$ cat config.mk
export PLATFORM = sky130hd
export DESIGN_NAME = aes_stream_adapter_flat
export DESIGN_NICKNAME = d
export VERILOG_FILES = /design/src/rtl/aes_stream_adapter_if.sv /design/src/rtl/aes_stream_adapter.sv /design/src/flat_wrapper.sv
export SDC_FILE = /design/constraint.sdc
export NUM_CORES = 1
export LEC_CHECK = 0
export ABC_CLOCK_PERIOD_IN_PS = 3250
export CAP_MARGIN = 25
export CORE_ASPECT_RATIO = 1.1
export CORE_UTILIZATION = 30
export CTS_CLUSTER_DIAMETER = 150
export DETAILED_ROUTE_END_ITERATION = 10
export DONT_BUFFER_PORTS = 1
export HOLD_SLACK_MARGIN = 0.1
export SYNTH_ARGS = -nofsm -noshare
export SYNTH_HDL_FRONTEND = slang
export SYNTH_SLANG_ARGS = --single-unit
$ cat constraint.sdc
create_clock -name AES_clk -period 3.25 [get_ports AES_clk]
set_input_delay 0.4875 -clock AES_clk [delete_from_list [all_inputs] [get_ports AES_clk]]
set_output_delay 0.4875 -clock AES_clk [all_outputs]
set_load 0.03 [all_outputs]
$ cat src/rtl/aes_stream_adapter_if.sv
// Stream side of the AES adapter: a 32-bit input word stream (key or plaintext)
// and a 32-bit ciphertext output stream, both valid/ready handshaked.
interface aes_stream_adapter_if;
    logic        s_valid;
    logic        s_ready;
    logic [31:0] s_data;
    logic        s_is_key;
    logic        m_valid;
    logic        m_ready;
    logic [31:0] m_data;
    logic        m_last;

    // Producer/consumer side (testbench or upstream/downstream logic)
    modport master (
        output s_valid, s_data, s_is_key, m_ready,
        input  s_ready, m_valid, m_data, m_last
    );

    // Adapter side
    modport slave (
        input  s_valid, s_data, s_is_key, m_ready,
        output s_ready, m_valid, m_data, m_last
    );
endinterface

$ cat src/rtl/aes_stream_adapter.sv
// Packs 32-bit key/plaintext words into 128-bit registers for an AES_top core,
// runs the core with a completion timeout, and streams the 128-bit result back
// out as four 32-bit words.
//
// state | meaning
// ------+-------------------------------------------------------------
// IDLE  | accepting key/data words; leaves once 4 key + 4 data words held
// RUN   | aes_en high, waiting for aes_dout_valid or timeout
// OUT   | streaming the captured result, one word per m handshake
module aes_stream_adapter #(
    parameter int unsigned TIMEOUT = 64
) (
    input  logic                       AES_clk,
    input  logic                       AES_rst,
    aes_stream_adapter_if.slave        strm,
    output logic                       aes_en,
    output logic [127:0]               aes_data,
    output logic [127:0]               aes_key,
    input  logic [127:0]               aes_dout,
    input  logic                       aes_dout_valid,
    output logic                       busy,
    output logic                       err
);

    typedef enum logic [1:0] {
        ST_IDLE = 2'd0,
        ST_RUN  = 2'd1,
        ST_OUT  = 2'd2
    } state_e;

    localparam logic [7:0] RUN_LAST = 8'(TIMEOUT - 1);

    state_e       state_q, state_d;
    logic [127:0] key_q, key_d;
    logic [127:0] data_q, data_d;
    logic [127:0] result_q, result_d;
    logic [2:0]   key_cnt_q, key_cnt_d;
    logic [2:0]   data_cnt_q, data_cnt_d;
    logic [7:0]   run_cnt_q, run_cnt_d;
    logic [1:0]   word_idx_q, word_idx_d;
    logic         aes_en_q, aes_en_d;
    logic         err_q, err_d;
    logic         s_fire;
    logic         m_fire;
    logic [31:0]  m_word;

    assign s_fire = strm.s_valid && strm.s_ready;
    assign m_fire = (state_q == ST_OUT) && strm.m_ready;

    // Next-state, packing and result capture
    always_comb begin
        state_d    = state_q;
        key_d      = key_q;
        data_d     = data_q;
        result_d   = result_q;
        key_cnt_d  = key_cnt_q;
        data_cnt_d = data_cnt_q;
        run_cnt_d  = run_cnt_q;
        word_idx_d = word_idx_q;
        err_d      = err_q;

        case (state_q)
            ST_IDLE: begin
                if (s_fire) begin
                    if (strm.s_is_key) begin
                        key_d = {key_q[95:0], strm.s_data};
                        // A fifth key word begins a fresh key rather than sliding
                        key_cnt_d = (key_cnt_q == 3'd4) ? 3'd1 : key_cnt_q + 3'd1;
                    end else begin
                        data_d = {data_q[95:0], strm.s_data};
                        // Data saturates at 4 so the window keeps the latest four
                        data_cnt_d = (data_cnt_q == 3'd4) ? 3'd4 : data_cnt_q + 3'd1;
                    end
                end
                // Decide on the counts as they land at this edge so RUN follows
                // the completing word by exactly one cycle
                if ((key_cnt_d == 3'd4) && (data_cnt_d == 3'd4)) begin
                    state_d   = ST_RUN;
                    run_cnt_d = 8'd0;
                end
            end
            ST_RUN: begin
                if (aes_dout_valid) begin
                    result_d   = aes_dout;
                    word_idx_d = 2'd0;
                    state_d    = ST_OUT;
                end else if (run_cnt_q == RUN_LAST) begin
                    err_d      = 1'b1;
                    data_cnt_d = 3'd0;
                    state_d    = ST_IDLE;
                end else begin
                    run_cnt_d = run_cnt_q + 8'd1;
                end
            end
            ST_OUT: begin
                if (m_fire) begin
                    if (word_idx_q == 2'd3) begin
                        data_cnt_d = 3'd0;
                        state_d    = ST_IDLE;
                    end else begin
                        word_idx_d = word_idx_q + 2'd1;
                    end
                end
            end
            default: begin
                state_d = ST_IDLE;
            end
        endcase

        aes_en_d = (state_d == ST_RUN);
    end

    // State and datapath registers with synchronous reset
    always_ff @(posedge AES_clk) begin
        if (AES_rst) begin
            state_q    <= ST_IDLE;
            key_q      <= '0;
            data_q     <= '0;
            result_q   <= '0;
            key_cnt_q  <= '0;
            data_cnt_q <= '0;
            run_cnt_q  <= '0;
            word_idx_q <= '0;
            aes_en_q   <= 1'b0;
            err_q      <= 1'b0;
        end else begin
            state_q    <= state_d;
            key_q      <= key_d;
            data_q     <= data_d;
            result_q   <= result_d;
            key_cnt_q  <= key_cnt_d;
            data_cnt_q <= data_cnt_d;
            run_cnt_q  <= run_cnt_d;
            word_idx_q <= word_idx_d;
            aes_en_q   <= aes_en_d;
            err_q      <= err_d;
        end
    end

    // Output word select, most significant word first
    always_comb begin
        m_word = result_q[127:96];
        case (word_idx_q)
            2'd0: m_word = result_q[127:96];
            2'd1: m_word = result_q[95:64];
            2'd2: m_word = result_q[63:32];
            2'd3: m_word = result_q[31:0];
        endcase
    end

    assign strm.s_ready = (state_q == ST_IDLE) && !AES_rst;
    assign strm.m_valid = (state_q == ST_OUT);
    assign strm.m_data  = m_word;
    assign strm.m_last  = (state_q == ST_OUT) && (word_idx_q == 2'd3);

    assign aes_en   = aes_en_q;
    assign aes_data = data_q;
    assign aes_key  = key_q;
    assign busy     = (state_q != ST_IDLE);
    assign err      = err_q;

endmodule

$ cat src/flat_wrapper.sv
// flat-port wrapper written by rule: the top's interface ports become plain ports
module aes_stream_adapter_flat 
#(
    parameter int unsigned TIMEOUT = 64
)
  (AES_clk, AES_rst, aes_en, aes_data, aes_key, aes_dout, aes_dout_valid, busy, err, strm_s_valid, strm_s_data, strm_s_is_key, strm_m_ready, strm_s_ready, strm_m_valid, strm_m_data, strm_m_last);
  aes_stream_adapter_if strm_i ();
  input  logic AES_clk;
  input  logic AES_rst;
  output logic aes_en;
  output logic [127:0] aes_data;
  output logic [127:0] aes_key;
  input  logic [127:0] aes_dout;
  input  logic aes_dout_valid;
  output logic busy;
  output logic err;
  input wire logic [$bits(strm_i.s_valid)-1:0] strm_s_valid;
  input wire logic [$bits(strm_i.s_data)-1:0] strm_s_data;
  input wire logic [$bits(strm_i.s_is_key)-1:0] strm_s_is_key;
  input wire logic [$bits(strm_i.m_ready)-1:0] strm_m_ready;
  output wire logic [$bits(strm_i.s_ready)-1:0] strm_s_ready;
  output wire logic [$bits(strm_i.m_valid)-1:0] strm_m_valid;
  output wire logic [$bits(strm_i.m_data)-1:0] strm_m_data;
  output wire logic [$bits(strm_i.m_last)-1:0] strm_m_last;
  assign strm_i.s_valid = strm_s_valid;
  assign strm_i.s_data = strm_s_data;
  assign strm_i.s_is_key = strm_s_is_key;
  assign strm_i.m_ready = strm_m_ready;
  assign strm_s_ready = strm_i.s_ready;
  assign strm_m_valid = strm_i.m_valid;
  assign strm_m_data = strm_i.m_data;
  assign strm_m_last = strm_i.m_last;
  aes_stream_adapter #(.TIMEOUT(TIMEOUT)) u_core (.AES_clk(AES_clk), .AES_rst(AES_rst), .strm(strm_i), .aes_en(aes_en), .aes_data(aes_data), .aes_key(aes_key), .aes_dout(aes_dout), .aes_dout_valid(aes_dout_valid), .busy(busy), .err(err));
endmodule
==> flow_summary.json, run 1 <==
{
  "multi_input_area_um2": 6310,
  "syn_avg_cell_area_um2": 7.80,
  "yosys.area.top_type": "dfxtp_1",
  "setup_tns_ns": 0,
  "track_usage_pct": 20.1,
  "hold_violations": 0,
  "mostFrequentLayoutCell": "nand2_1",
  "maxCapViolCount": 0,
  "synth_async_sr_flop_share_pct": 0,
  "setup_violations": 0,
  "drtIter0Drc": 1169,
  "routedWlPerCell_um": 18.9,
  "timing.rr.start": "u_core.state_q[0]",
  "numCtsBuffers": 43,
  "worst_ep_arrival_time_ns": 3.44,
  "cts-root-buf": "clkbuf_16",
  "ys_types": 42,
  "route.vias.total": 14300,
  "worst-path-max-fanout": 27,
  "critical-path-top-delay-family": "buffers and inverters",
  "ys.flop_type": "dfxtp_1",
  "ys_seq_area_share_pct": 53.6,
  "overflow": 0,
  "die_y_um": 237,
  "finalMaxSlewViolations": 0,
  "synthCells": 1935,
  "crit_cells": 10,
  "seqCellArea_um2": 8090,
  "slew_headroom_pct": 43.7,
  "worst_slack_ns": 0.333,
  "clk_pin_slew_ns": 0.06,
  "ys_seq_elements": 404,
  "ir_drop_v": 0.000424,
  "antennaDiodeCount": 0,
  "rows": 85,
  "syn-num-nets": 2114,
  "antenna_left": 0,
  "clock_latency_ns": 0.58,
  "dp.final_hpwl_um": 33400,
  "finalWirelength_um": 53800,
  "layout_common_cells": "nand2_1, dfxtp_1, a21oi_1",
  "synth-edff-count": 0,
  "area_delta_synth_final_pct": 32.9,
  "whs_ns": 0.158,
  "cp-start-kind": "flip-flop",
  "final_layout_size_suffix_gt1_share_pct": 6.06,
  "hold_path.class": "input pin to flip-flop",
  "synth_warnings": 0,
  "crit_path_end_kind": "flip-flop",
  "synth_area_leaders": "dfxtp_1, nand2_1, a21oi_1",
  "grt_pass1_vias": 14300,
  "fmax_ghz": 0.343,
  "firstDrtPassIters": 8,
  "path_buf_inv": 3,
  "final.fill_count": 4880,
  "io_buffers": 0,
  "finClkSkew_ns": 0.0173,
  "r2r_slack_ns": 0.33,
  "routabilityCongestion": 0.867,
  "cts.path.max_buffers": 3,
  "initial_core_util_pct": 30.6,
  "fin_crit_sh_pct": 89.8,
  "synth_top_area_share_pct": 53.6,
  "path_class": "flip-flop to flip-flop",
  "fin_crit_ns": 2.92,
  "core_um2": 49300,
  "cts_tree": "done",
  "nets": 2342,
  "crit_slowest_cell": "dlygate4sd3_1",
  "reg2reg_depth": 10,
  "die-width_um": 216,
  "status": "finished, final reports clean",
  "netlist_area_um2": 15100,
  "htreeDepth": 2,
  "pin_count": 460,
  "p_leak_uw": 0.00733,
  "dp_worst_setup_slack_ns": 0.321,
  "die_area_um2": 51200,
  "cts_sinks": 404,
  "powerDensity_nw_per_um2": 513,
  "worstPathCellList": "inv_1 > ha_2 > nand4b_4 > buf_4 > o21ai_1 > a32o_1 > a21oi_1 > a311oi_1 > nor2b_1 > dlygate4sd3_1",
  "min_from": "aes_dout[49]",
  "crit_path_start": "u_core.state_q[0]",
  "worstPathRequired_ns": 3.77,
  "grt_max_degree": 186,
  "finalPower_uw": 10300,
  "via_per_inst": 5.04,
  "drc": 0,
  "tightest_slew_ns": 0.845,
  "antenna_found_initial": 4,
  "crit_path_max_incr_delay_ns": 0.56,
  "holdPathStages": 2,
  "grt_pass1_wl_um": 80700,
  "rsz0062_at_grt": "false"
}
==> through the flow <==
stage	util [%]	instances	area, um^2
3_5_place_dp	32.0	2488	15800
5_1_grt	40.7	2848	20100
3_3_place_gp	32.0	2488	15800
2_1_floorplan	-	1935	15100
6_report	40.7	2848	20100
4_1_cts	40.6	2846	20000
==> worst register-to-register path, stage by stage, from the launching register on <==
cell and delay (ns):
dfxtp_1 0.33, inv_1 0.15, ha_2 0.36, nand4b_4 0.13
buf_4 0.24, o21ai_1 0.24, a32o_1 0.23, a21oi_1 0.06
a311oi_1 0.36, nor2b_1 0.19, dlygate4sd3_1 0.56
==> routing by layer <==
layer,vias up,share of wire (%),global-route usage (%)
met4,8,4.1,9.07
met5,-,0.086,0
met2,682,50,35.9
li1,6823,-,-
met3,124,11,7.81
met1,6712,35,20.5
==> final timing paths <==
kind,to
hold / removal,u_core.result_q[49]
setup / recovery,u_core.state_q[1]
hold reg to reg,u_core.result_q[105]
setup reg to reg,u_core.state_q[1]
==> repair_timing <==
action,CTS,global route
hold buffers,280,1
endpoints found under the hold margin,348,1
setup endpoints to repair,0,2
gates resized for setup,0,2
setup buffers,0,0
==> registers in the layout, indices dropped and copies added, names as in the netlist <==
signal,count
u_core.run_cnt_q,8
u_core.key_cnt_q,3
u_core.state_q,2
u_core.aes_data,128
u_core.data_cnt_q,3
u_core.aes_key,128
u_core.word_idx_q,2
u_core.err,1
u_core.result_q,128
u_core.aes_en,1
==> cells by family (layout without fill, tap and decap cells) <==
kind of cell	count (synthesis)	after routing	share of synthesized area, %
compound gates	461	461	16.8
flops	404	404	53.6
fa+ha+maj	13	13	1.08
mux	32	32	2.12
buf+inv	195	456	4.90
simple gates	830	830	21.5
==> where the power goes <==
group          total (uW)  switching (uW)  internal, uW
sequential           5100             111          4990
combinational         361             202           159
clock                4840            2100          2750
==> area by class of cell <==
| class | count | share of cell area, % |
|---|---|---|
| clock inverters | 19 | 0.804 |
| clock buffers | 59 | 6.11 |
| flip-flops and latches | 404 | 40.3 |
| inverters | 47 | 0.879 |
| well taps | 652 | 4.06 |
| multi-input cells | 1336 | 31.4 |
| repair buffers | 331 | 16.4 |
==> Yosys cell counts, types with 3 or more instances <==
| cell type | n |
|---|---|
| nand2_1 | 778 |
| dfxtp_1 | 404 |
| a21oi_1 | 402 |
| clkbuf_1 | 125 |
| inv_1 | 47 |
| a222oi_1 | 32 |
| mux2i_1 | 32 |
| buf_1 | 19 |
| ha_1 | 13 |
| nor2_1 | 12 |
| o21ai_0 | 8 |
| nand3_1 | 7 |
| or3_1 | 6 |
| and2_1 | 4 |
| nand3b_1 | 4 |
| nor2b_1 | 4 |
| buf_2 | 3 |
| nand2b_1 | 3 |
| o32ai_1 | 3 |
Power figures use the tool's default switching activity.
==> run 2: changes to the inputs <==
--- a/config.mk
+++ b/config.mk
@@ -6,13 +6,15 @@
 export NUM_CORES = 1
 export LEC_CHECK = 0
 export ABC_CLOCK_PERIOD_IN_PS = 3250
+export BUFFER_PORTS_ARGS = -buffer_cell sky130_fd_sc_hd__clkbuf_2
 export CAP_MARGIN = 25
-export CORE_ASPECT_RATIO = 1.1
-export CORE_UTILIZATION = 30
+export CORE_AREA = 2 2 177 179
 export CTS_CLUSTER_DIAMETER = 150
 export DETAILED_ROUTE_END_ITERATION = 10
-export DONT_BUFFER_PORTS = 1
+export DIE_AREA = 0 0 179 181
 export HOLD_SLACK_MARGIN = 0.1
+export PLACE_DENSITY = 0.77
+export REMOVE_ABC_BUFFERS = 1
 export SYNTH_ARGS = -nofsm -noshare
 export SYNTH_HDL_FRONTEND = slang
 export SYNTH_SLANG_ARGS = --single-unit
==> run 2 against run 1 <==
Against the previous run:
- clock skew increased by 0.0011 ns
- sequential cell count is the same
- wire length down 19%
- hold slack improved by 0.028 ns
- critical path type unchanged
- largest power group unchanged
==> flow_summary.json, run 2 (same netlist as run 1, synthesis figures left out) <==
{
  "cts_resized": 0,
  "whs_ns": 0.186,
  "numCtsBuffers": 42,
  "initial_core_util_pct": 49.7,
  "htreeDepth": 2,
  "min_from": "aes_dout[117]",
  "final_layout_size_suffix_gt1_share_pct": 23.5,
  "clk_pin_slew_ns": 0.06,
  "core_um2": 30300,
  "rows": 64,
  "status": "finished, final reports clean",
  "holdPathStages": 3,
  "grt_pass1_vias": 13400,
  "route.vias.total": 14400,
  "slew_headroom_pct": 31.1,
  "wl_met1_um": 17100,
  "crit_path_end_kind": "flip-flop",
  "dp.final_hpwl_um": 29700,
  "wl_met2_um": 20500,
  "die-width_um": 179,
  "grt_max_degree": 228,
  "mostFrequentLayoutCell": "nand2_1",
  "pin_count": 460,
  "firstDrtPassIters": 5,
  "fin_crit_sh_pct": 88.8,
  "wl_met3_um": 4660,
  "worst_ep_arrival_time_ns": 3.32,
  "maxCapViolCount": 0,
  "hold_violations": 0,
  "cts-root-buf": "clkbuf_16",
  "cts_sinks": 404,
  "timing.rr.start": "u_core.state_q[0]",
  "worst-path-max-fanout": 76,
  "hold_path.class": "input pin to flip-flop",
  "die_y_um": 181,
  "powerDensity_nw_per_um2": 549,
  "top_layer": "met4",
  "post-route-cell-area_um2": 19000,
  "reg2reg_depth": 7,
  "drc": 0,
  "area_delta_synth_final_pct": 26.2,
  "dp_worst_setup_slack_ns": 0.392,
  "track_usage_pct": 25.8,
  "ctsHoldBuffers": 0,
  "dpl-instance-area_um2": 17600,
  "layout_common_cells": "nand2_1, clkbuf_2, dfxtp_1",
  "path_class": "flip-flop to flip-flop",
  "overflow": 0,
  "cp-start-kind": "flip-flop",
  "fin_util_pct": 62.8,
  "routedWlPerCell_um": 16.0,
  "antenna_found_initial": 2,
  "r2r_slack_ns": 0.37,
  "fin_crit_ns": 2.88,
  "p_leak_uw": 0.00755,
  "drtIter0Drc": 1167,
  "worst_slack_ns": 0.366,
  "worstPathRequired_ns": 3.69,
  "whs_endpoint": "u_core.result_q[117]",
  "grt_pass1_wl_um": 67900,
  "cts.path.max_buffers": 3,
  "clock_latency_ns": 0.52,
  "fmax_ghz": 0.347,
  "tightest_slew_ns": 1.03,
  "die_area_um2": 32400,
  "cts_tree": "done",
  "rsz0062_at_grt": "false",
  "finClkSkew_ns": 0.0184,
  "post_cts.repair.setup_buffers": 0,
  "finalMaxSlewViolations": 0,
  "ir_drop_v": 0.000423,
  "via_per_inst": 5.27,
  "io_buffers": 459,
  "reg2reg_to": "u_core.aes_key[63]",
  "routabilityCongestion": 0.834,
  "finalWirelength_um": 43800,
  "nets": 2487,
  "setup_violations": 0,
  "setup_tns_ns": 0,
  "antenna_left": 0
}
-- run 2: cell types whose count changed in the layout (fill, tap and decap cells not counted), moves of 2 or more --
cell	delta
clkinv_2	-9
bufinv_16	+5
clkbuf_2	+458
clkinvlp_4	+2
inv_16	-2
diode_2	+2
dlygate4sd3_1	-279
buf_4	-34
buf_16	-2
buf_12	+2
-- run 2: area by class of cell --
cell class | count | area [um^2]
Fill cell | 2623 | 11300
Sequential cell | 404 | 8090
Multi-Input combinational cell | 1336 | 6310
Timing Repair Buffer | 477 | 2540
Clock buffer | 59 | 1220
Tap cell | 396 | 495
Clock inverter | 13 | 224
Inverter | 47 | 176
Antenna cell | 2 | 5.00
-- run 2: metrics by stage --
stage               std cells  power (uW)
global placement         2659        5560
finish                   2734       10500
detailed placement       2660        5570
CTS                      2732       10500
global route             2734       10800
floorplan                1787        5280
-- run 2: metal layers --
layer | track usage [%] | vias up
li1 | - | 7095
met1 | 31.3 | 6622
met2 | 42.3 | 583
met3 | 8.21 | 96
met4 | 9.89 | 0
met5 | 0 | -
-- run 2: worst max-delay path: stages (launching register included) --
cell     delay [ns]
dfxtp_1        0.33
inv_1          0.14
ha_1           0.46
and4b_4        0.30
buf_4          0.64
buf_4          0.61
nand2_1        0.12
a21oi_1        0.18
-- run 2: how the worst max path moves through the flow --
| stage | start | endpoint |
|---|---|---|
| after floorplan | u_core.state_q[0] | u_core.run_cnt_q[4] |
| after global placement | u_core.state_q[0] | u_core.aes_key[30] |
| after detailed placement | u_core.state_q[0] | u_core.aes_key[71] |
| after CTS | u_core.state_q[0] | u_core.aes_key[63] |
| after global routing | u_core.state_q[0] | u_core.aes_key[65] |
| final | u_core.state_q[0] | u_core.aes_key[63] |
-- run 2: where the power goes --
part | internal (uW) | leakage (uW) | total [uW] | switching (uW)
clock | 3080 | 0.000702 | 5000 | 1920
combinational | 139 | 0.00359 | 450 | 311
sequential | 4990 | 0.00326 | 5010 | 27.1
total | 8200 | 0.00755 | 10500 | 2260
==> run 3: changes to the inputs <==
--- a/config.mk
+++ b/config.mk
@@ -14,6 +14,7 @@
 export DIE_AREA = 0 0 179 181
 export HOLD_SLACK_MARGIN = 0.1
 export PLACE_DENSITY = 0.77
+export RECOVER_POWER = 100
 export REMOVE_ABC_BUFFERS = 1
 export SYNTH_ARGS = -nofsm -noshare
 export SYNTH_HDL_FRONTEND = slang
==> run 3 against run 2 <==
Against the previous run:
- sequential power is essentially flat
- critical path depth shrank 1
- die area is the same
- clock skew shrank 0.0019 ns
- register-to-register slack gained 0.04 ns
- utilization shrank 1.3 points
- clock-buffer cell count is the same
- non-clock buffer count is the same
- largest power group unchanged
- hold slack is essentially flat
- via count shrank 0.16%
==> flow_summary.json, run 3 (same netlist as run 1, synthesis figures left out) <==
{
  "status": "finished, final reports clean",
  "dp_cells": 2660,
  "clock_latency_ns": 0.52,
  "final-instance-count-excl-fill": 2734,
  "dp.final_hpwl_um": 29700,
  "final_layout_size_suffix_gt1_share_pct": 11.0,
  "timing.rr.start": "u_core.state_q[0]",
  "cp-start-kind": "flip-flop",
  "fmax_ghz": 0.347,
  "grt_max_degree": 228,
  "tightest_slew_ns": 1.37,
  "firstDrtPassIters": 6,
  "clk_pin_slew_ns": 0.06,
  "path_class": "flip-flop to primary output",
  "die_y_um": 181,
  "ctsHoldBuffers": 0,
  "rows": 64,
  "die-width_um": 179,
  "fin_crit_sh_pct": 88.6,
  "finalWirelength_um": 43800,
  "crit_path_max_incr_delay_ns": 0.38,
  "crit_path_end_kind": "primary output",
  "cts_tree": "done",
  "track_usage_pct": 25.8,
  "worst-path-max-fanout": 32,
  "post_cts.repair.setup_buffers": 0,
  "ir_drop_v": 0.000431,
  "hold_path.class": "input pin to flip-flop",
  "dp_worst_setup_slack_ns": 0.392,
  "cts-root-buf": "clkbuf_16",
  "io_buffers": 459,
  "finalMaxSlewViolations": 0,
  "die_area_um2": 32400,
  "overflow": 0,
  "hold_violations": 0,
  "antenna_left": 0,
  "area_delta_synth_final_pct": 23.6,
  "via_per_inst": 5.26,
  "min_from": "aes_dout[117]",
  "setup_violations": 0,
  "cts_resized": 0,
  "p_leak_uw": 0.00652,
  "holdPathStages": 3,
  "mostFrequentLayoutCell": "nand2_1",
  "nets": 2487,
  "crit_slowest_cell": "buf_4",
  "powerDensity_nw_per_um2": 560,
  "cts.path.max_buffers": 3,
  "routedWlPerCell_um": 16.0,
  "fin_crit_ns": 2.88,
  "drtIter0Drc": 1132,
  "htreeDepth": 2,
  "maxCapViolCount": 0,
  "routabilityCongestion": 0.834,
  "pin_count": 460,
  "slew_headroom_pct": 8.69,
  "layout_common_cells": "nand2_1, dfxtp_1, a21oi_1",
  "worstPathRequired_ns": 2.76,
  "initial_core_util_pct": 49.7,
  "antenna_found_initial": 2,
  "core_um2": 30300,
  "cts_sinks": 404,
  "route.vias.total": 14400,
  "crit_path_start": "u_core.word_idx_q[0]",
  "worst_slack_ns": 0.370,
  "numCtsBuffers": 42,
  "reg2reg_depth": 7,
  "grt_pass1_vias": 13400,
  "grt_pass1_wl_um": 67900,
  "finClkSkew_ns": 0.0164,
  "worstPathCellList": "inv_1 > ha_1 > buf_4 > a222oi_1 > mux2i_1 > clkbuf_1",
  "drc": 0,
  "worst_ep_arrival_time_ns": 2.39,
  "rsz0062_at_grt": "false"
}
==> run 3: through the flow <==
stage / cell area, um^2 / hold WS, ns / setup TNS, ns / util (%) / total power (uW)
global route: 18700 / 0.169 / 0 / 61.5 / 10800
CTS: 19000 / 0.161 / 0 / 62.7 / 10500
finish: 18700 / 0.185 / 0 / 61.5 / 10400
floorplan: 14500 / 0.430 / -171.82 / - / 5280
global placement: 17600 / 0.441 / 0 / 57.9 / 5560
detailed placement: 17600 / 0.446 / 0 / 58.0 / 5570
==> run 3: path summary, 6_finish.rpt <==
kind                                to  slack [ns]
setup / recovery       strm_m_data[28]        0.37
hold / removal    u_core.result_q[117]        0.19
setup reg to reg    u_core.aes_key[63]        0.41
hold reg to reg    u_core.aes_key[117]        0.45
==> run 3: metal layers <==
layer | share of wire, % | vias to the layer above | track usage, %
met4 | 3.4 | 0 | 9.89
li1 | - | 7085 | -
met5 | 0 | - | 0
met1 | 38 | 6600 | 31.3
met2 | 48 | 594 | 42.3
met3 | 11 | 94 | 8.21
==> run 3: report_power, final <==
group	internal, uW	switching (uW)	leakage [uW]
clock network	3080	1920	0.000702
registers	4990	26.6	0.00326
logic	129	310	0.00257
total	8190	2250	0.00652
==> run 3: worst max-delay path, delay by kind of cell, from the launching register on <==
family                     cells  cell delay (ns)
DFF                            1             0.34
AOI/OAI and AO/OA              1             0.19
buffers and inverters          3             0.86
adders and majority gates      1             0.15
muxes                          1             0.32
==> run 3: final cells by class <==
cell class                      count  area [um^2]
Sequential cell                   404         8090
Tap cell                          396          495
Clock inverter                     13          224
Clock buffer                       59         1220
Multi-Input combinational cell   1336         6290
Antenna cell                        2         5.00
Fill cell                        2784        11700
Timing Repair Buffer              477         2160
Inverter                           47          176
